## config.mk

```make
export PLATFORM = sky130hd
export DESIGN_NAME = alu_sequencer
export DESIGN_NICKNAME = d
export VERILOG_FILES = /design/src/rtl/alu_sequencer.sv
export SDC_FILE = /design/constraint.sdc
export NUM_CORES = 1
export LEC_CHECK = 0
export ABC_AREA = 1
export CORE_MARGIN = 5
export CORE_UTILIZATION = 45
export DETAILED_ROUTE_END_ITERATION = 8
export DONT_BUFFER_PORTS = 1
export PLACE_DENSITY_LB_ADDON = 0.25
export RECOVER_POWER = 100
export SLEW_MARGIN = 10
export SYNTH_ARGS = -nofsm -noshare
export SYNTH_HDL_FRONTEND = slang
export SYNTH_SLANG_ARGS = --single-unit
```

## constraint.sdc

```tcl
create_clock -name clk -period 14 [get_ports clk]
set_input_delay 0.7 -clock clk [delete_from_list [all_inputs] [get_ports clk]]
set_output_delay 0.7 -clock clk [all_outputs]
set_load 0.01 [all_outputs]
```

## src/rtl/alu_sequencer.sv

```systemverilog
// Multi-cycle sequencer driving an external 16-bit ALU: fetch, decode, operand read, execute, writeback.
// Ports: clk, reset, s/in_instr/w (start), illegal, Ain/Bin/ALUop/alu_out/alu_Z, status, dp_out. Option: ALU_SEQ_SHIFTER_EN.
module alu_sequencer #(
  parameter int               DATA_W    = 16,
  parameter logic [DATA_W-1:0] REG_RESET = '0
) (
  input  logic              clk,
  input  logic              reset,
  input  logic              s,
  input  logic [15:0]       in_instr,
  output logic              w,
  output logic              illegal,
  output logic [DATA_W-1:0] Ain,
  output logic [DATA_W-1:0] Bin,
  output logic [1:0]        ALUop,
  input  logic [DATA_W-1:0] alu_out,
  input  logic [2:0]        alu_Z,
  output logic [2:0]        status,
  output logic [DATA_W-1:0] dp_out
);

  typedef enum logic [2:0] {
    S_WAIT,
    S_DECODE,
    S_GETA,
    S_GETB,
    S_EXEC,
    S_WRITE,
    S_WIMM
  } state_t;

  state_t state, nxt;

  logic [15:0]       ir;
  logic [DATA_W-1:0] a, b, c;
  logic [DATA_W-1:0] rf [8];
  logic [DATA_W-1:0] rm_val, b_sh, imm_ext;

  logic [2:0] opc, rn, rd, rm;
  logic [1:0] op;
  logic       is_imm, is_mov, is_alu, is_cmp;

  assign opc = ir[15:13];
  assign op  = ir[12:11];
  assign rn  = ir[10:8];
  assign rd  = ir[7:5];
  assign rm  = ir[2:0];

  assign is_imm = (opc == 3'b110) && (op == 2'b10);
  assign is_mov = (opc == 3'b110) && (op == 2'b00);
  assign is_alu = (opc == 3'b101);
  assign is_cmp = is_alu && (op == 2'b01);

  assign imm_ext = {{(DATA_W-8){ir[7]}}, ir[7:0]};
  assign rm_val  = rf[rm];

`ifdef ALU_SEQ_SHIFTER_EN
  logic [1:0] sh;
  assign sh = ir[4:3];

  always_comb begin
    b_sh = rm_val;
    unique case (sh)
      2'b01:   b_sh = {rm_val[DATA_W-2:0], 1'b0};
      2'b10:   b_sh = {1'b0, rm_val[DATA_W-1:1]};
      2'b11:   b_sh = {rm_val[DATA_W-1],
                       rm_val[DATA_W-1:1]};
      default: b_sh = rm_val;
    endcase
  end
`else
  assign b_sh = rm_val;
`endif

  always_ff @(posedge clk or posedge reset) begin
    if (reset) state <= S_WAIT;
    else       state <= nxt;
  end

  always_comb begin
    nxt     = state;
    illegal = 1'b0;
    unique case (state)
      S_WAIT:   if (s) nxt = S_DECODE;
      S_DECODE: begin
        unique case (1'b1)
          is_imm:  nxt = S_WIMM;
          is_mov:  nxt = S_GETB;
          is_alu:  nxt = S_GETA;
          default: begin
            illegal = 1'b1;
            nxt     = S_WAIT;
          end
        endcase
      end
      S_GETA:  nxt = S_GETB;
      S_GETB:  nxt = S_EXEC;
      S_EXEC:  nxt = is_cmp ? S_WAIT : S_WRITE;
      S_WRITE: nxt = S_WAIT;
      S_WIMM:  nxt = S_WAIT;
      default: nxt = S_WAIT;
    endcase
  end

  // MOV reg passes B through the ALU as 0 + B.
  always_comb begin
    Ain   = '0;
    Bin   = '0;
    ALUop = 2'b00;
    if (state == S_EXEC) begin
      Bin = b;
      if (is_alu) begin
        Ain   = a;
        ALUop = op;
      end
    end
  end

  assign w      = (state == S_WAIT);
  assign dp_out = c;

  always_ff @(posedge clk or posedge reset) begin
    if (reset) begin
      ir     <= '0;
      a      <= '0;
      b      <= '0;
      c      <= REG_RESET;
      status <= 3'b000;
      for (int i = 0; i < 8; i++)
        rf[i] <= REG_RESET;
    end else begin
      unique case (state)
        S_WAIT:  if (s) ir <= in_instr;
        S_GETA:  a <= rf[rn];
        S_GETB:  b <= b_sh;
        S_EXEC: begin
          c <= alu_out;
          if (is_cmp) status <= alu_Z;
        end
        S_WRITE: rf[rd] <= c;
        S_WIMM:  rf[rn] <= imm_ext;
        default: ;
      endcase
    end
  end

endmodule

```

==> qor.tcl <==
set qor(post-cts-setup-buffers) 0
set qor(ir_drop_v) 0.0000878
set qor(detail_route.first_pass.iterations) 6
set qor(post_synth_instance_area_sq_mm) 0.0120
set qor(die-height_microns) 173
set qor(floorplan.initialDensity) 0.459
set qor(dp_hpwl_mm) 28.4
set qor(crit_arrival_ps) 5530
set qor(power_leakage_nw) 7.09
set qor(endpoint_kind) {asynchronous set/reset pin}
set qor(fillCellCount) 2760
set qor(clkSlewWorstSetupHoldPaths_ps) 80
set qor(postSynthRegisterBits) 198
set qor(worst_setup_slack_final_ps) 7940
set qor(fmaxAchievable_mhz) 165
set qor(seq_area_frac_synth) 0.413
set qor(globalRouteTotalUtil) 0.283
set qor(cap_violations) 8
set qor(max-clock-path-buffers) 2
set qor(top_level_port_count) 93
set qor(post_synth_cell_types) 27
set qor(post_synth_main_area_contributors) {dfrtp_1, nand2_1, o21ai_0}
set qor(rr_endpoint) {rf[112]}
set qor(insertion_delay_ps) 450
set qor(max-slew-margin-rel) -1.56
set qor(grt_max_degree) 85
set qor(cts_made_buffers) 17
set qor(synth_fp_nets) 1964
set qor(via_per_inst) 5.58
set qor(remaining_drc_errors) 0
set qor(timing_worst_setup_path_type) {input port to asynchronous set/reset pin}
set qor(timing.reg2reg.worst_path_depth) 8
set qor(setup.reg_to_reg.worst_slack_ps) 8240
set qor(netlist.area_leader.share) 0.413
set qor(pre_cts_setup_slack_ps) 10990
set qor(clock_tree_sinks) 198
set qor(worst_clock_skew_ps) 15.2
set qor(setup_tns_ps) 0
set qor(post_cts_resized) 0
set qor(worstMarginPinSlew_ps) 3820
set qor(area_of_the_multi_input_gates_sq_mm) 0.00612
set qor(hold_path.startpoint) {alu_out[8]}
set qor(synth_top_area_cell) {dfrtp_1}
set qor(grt_first_pass_wirelength_mm) 67.0
set qor(failed_checks) {max-capacitance violations, max-slew violations}
set qor(crit_buf_inv) 2
set qor(setup_repair_after_global_routing_missed_its_margin) {false}
set qor(crit_path_slowest_cell) {clkbuf_1}
set qor(critPathLaunchType) {input port}
set qor(tritoncts) {built}
set qor(period_needed_ps) 6060
set qor(rows) 59
set qor(critical_path.cell_chain) {clkinvlp_2 > clkbuf_1}
set qor(die_x_microns) 173
set qor(drv_slew) 310
set qor(final_layout_size_suffix_gt1_frac) 0.0335
set qor(routed-via-count) 12300
set qor(yosys_warnings) 0
set qor(grt-ovfl-total) 0
set qor(path_max_fanout) 84
set qor(mostFrequentLayoutCells) {nand2_1, dfrtp_1, o21ai_0, nand3_1, nor2_1}
set qor(worst_ep_required_time_ps) 13470
set qor(layout.cells.most_common) {nand2_1}
set qor(whs_ps) 366
set qor(placement.io_buffers) 0
set qor(routabilityCongestion) 0.968
set qor(layout.nets) 1904
set qor(cellPowerDensity_mw_per_mm2) 196
set qor(critical_path.reg2reg.startpoint) {ir[8]}
set qor(critical-path-top-delay-family) {buffers and inverters}
set qor(path_class_of_the_lowest_slack_min_delay_path) {input port to flip-flop}
set qor(via_count_of_the_first_global_routing_pass) 11600
set qor(register_area_sq_mm) 0.00496
set qor(cts_htree_levels) 4
set qor(status) {complete, but fails checks}
set qor(slowest_delay_ps) 2640
set qor(core_area_sq_mm) 0.0261
set qor(areaGrowthSynthToFinish_pct) 4.65
set qor(violation_count_after_the_first_detailed_routing_iteration) 1657
set qor(worst_hold_path.num_cells) 2
set qor(wire_per_inst_microns) 19.6
set qor(holdPathEnd) {dp_out[8]}
set qor(antenna_violations_before_repair) 0
set qor(post_synthesis_cell_count) 1926
set qor(cts-hold-fix-buffers) 0
set qor(synthesis.area_per_instance_sq_um) 6.22
set qor(timing.final.setup_violations) 0
set qor(finalCritPeriodShare) 0.433
set qor(hold_viol) 0
set qor(ctsRootBufferMaster) {clkbuf_16}
set qor(detail-route-antenna-nets) 0
set qor(routed_wirelength_mm) 43.4
set qor(antenna_cells_inserted) 0
set qor(die_area_sq_mm) 0.0300
how the worst max path moves through the flow:
stage                     startpoint  endpoint  cells after the start
after floorplan                reset      a[0]                      1
after global placement      state[2]  ALUop[1]                      4
after detailed placement    state[1]  ALUop[0]                      5
after CTS                   state[1]  ALUop[0]                      5
after global routing           reset     ir[0]                      2
final                          reset     ir[0]                      2
stage by stage:
stage	total power [mW]	util	instances	cell area (sq um)
after floorplan	1.58	-	1926	12000
after detailed placement	1.94	0.461	2182	12100
after global placement	1.92	0.461	2182	12100
final	2.45	0.480	2214	12500
after CTS	2.44	0.483	2214	12600
after global routing	2.59	0.480	2214	12500
cells in the mapped netlist:
library cell  count
nor2_1           91
buf_4            13
dfrtp_1         198
nand3_4           1
nand2_1        1180
clkinv_1          6
a21oi_1          14
nor3_1            2
inv_1            82
nand3_1          91
buf_1            11
o21ai_0         123
o21ai_1           3
nor4_1            1
nor3_4            2
inv_2            13
buf_6             4
nand4_1           2
inv_4             1
nor2_4            2
clkbuf_1         42
buf_2            22
inv_6             1
o211ai_1          1
nand2_2           3
nand3_2           6
nor2_2           11
per-layer routing:
metal,track usage,vias up,wire (microns)
met5,0,-,0
met4,0.126,0,2010
met3,0.0648,142,4460
met2,0.447,644,19600
met1,0.374,5794,17400
li1,-,5765,-
logic make-up after synthesis:
kind of cell           Yosys count  synth area share
AOI/OAI and AO/OA              141            0.0591
DFF                            198             0.413
and+or+nand+nor               1392             0.457
buffers and inverters          195            0.0706
flip-flops by register name (all words and copies together), names as in the netlist:
signal / cells
ir: 16
status: 3
rf: 128
dp_out: 16
state: 3
b: 16
a: 16
area by class of cell:
type | count | area share
well taps | 335 | 0.0334
repair buffers | 13 | 0.00658
clock buffers | 18 | 0.0350
multi-input cells | 1533 | 0.488
inverters | 103 | 0.0315
flip-flops and latches | 198 | 0.395
clock inverters | 14 | 0.0102
power breakdown:
group	switching (mW)	total [mW]	internal [mW]	leakage (nW)
Sequential	0.178	0.905	0.727	2.65
Combinational	0.807	1.05	0.240	4.15
Clock	0.259	0.501	0.242	0.285
No activity file was read; power rests on OpenSTA's default activity.
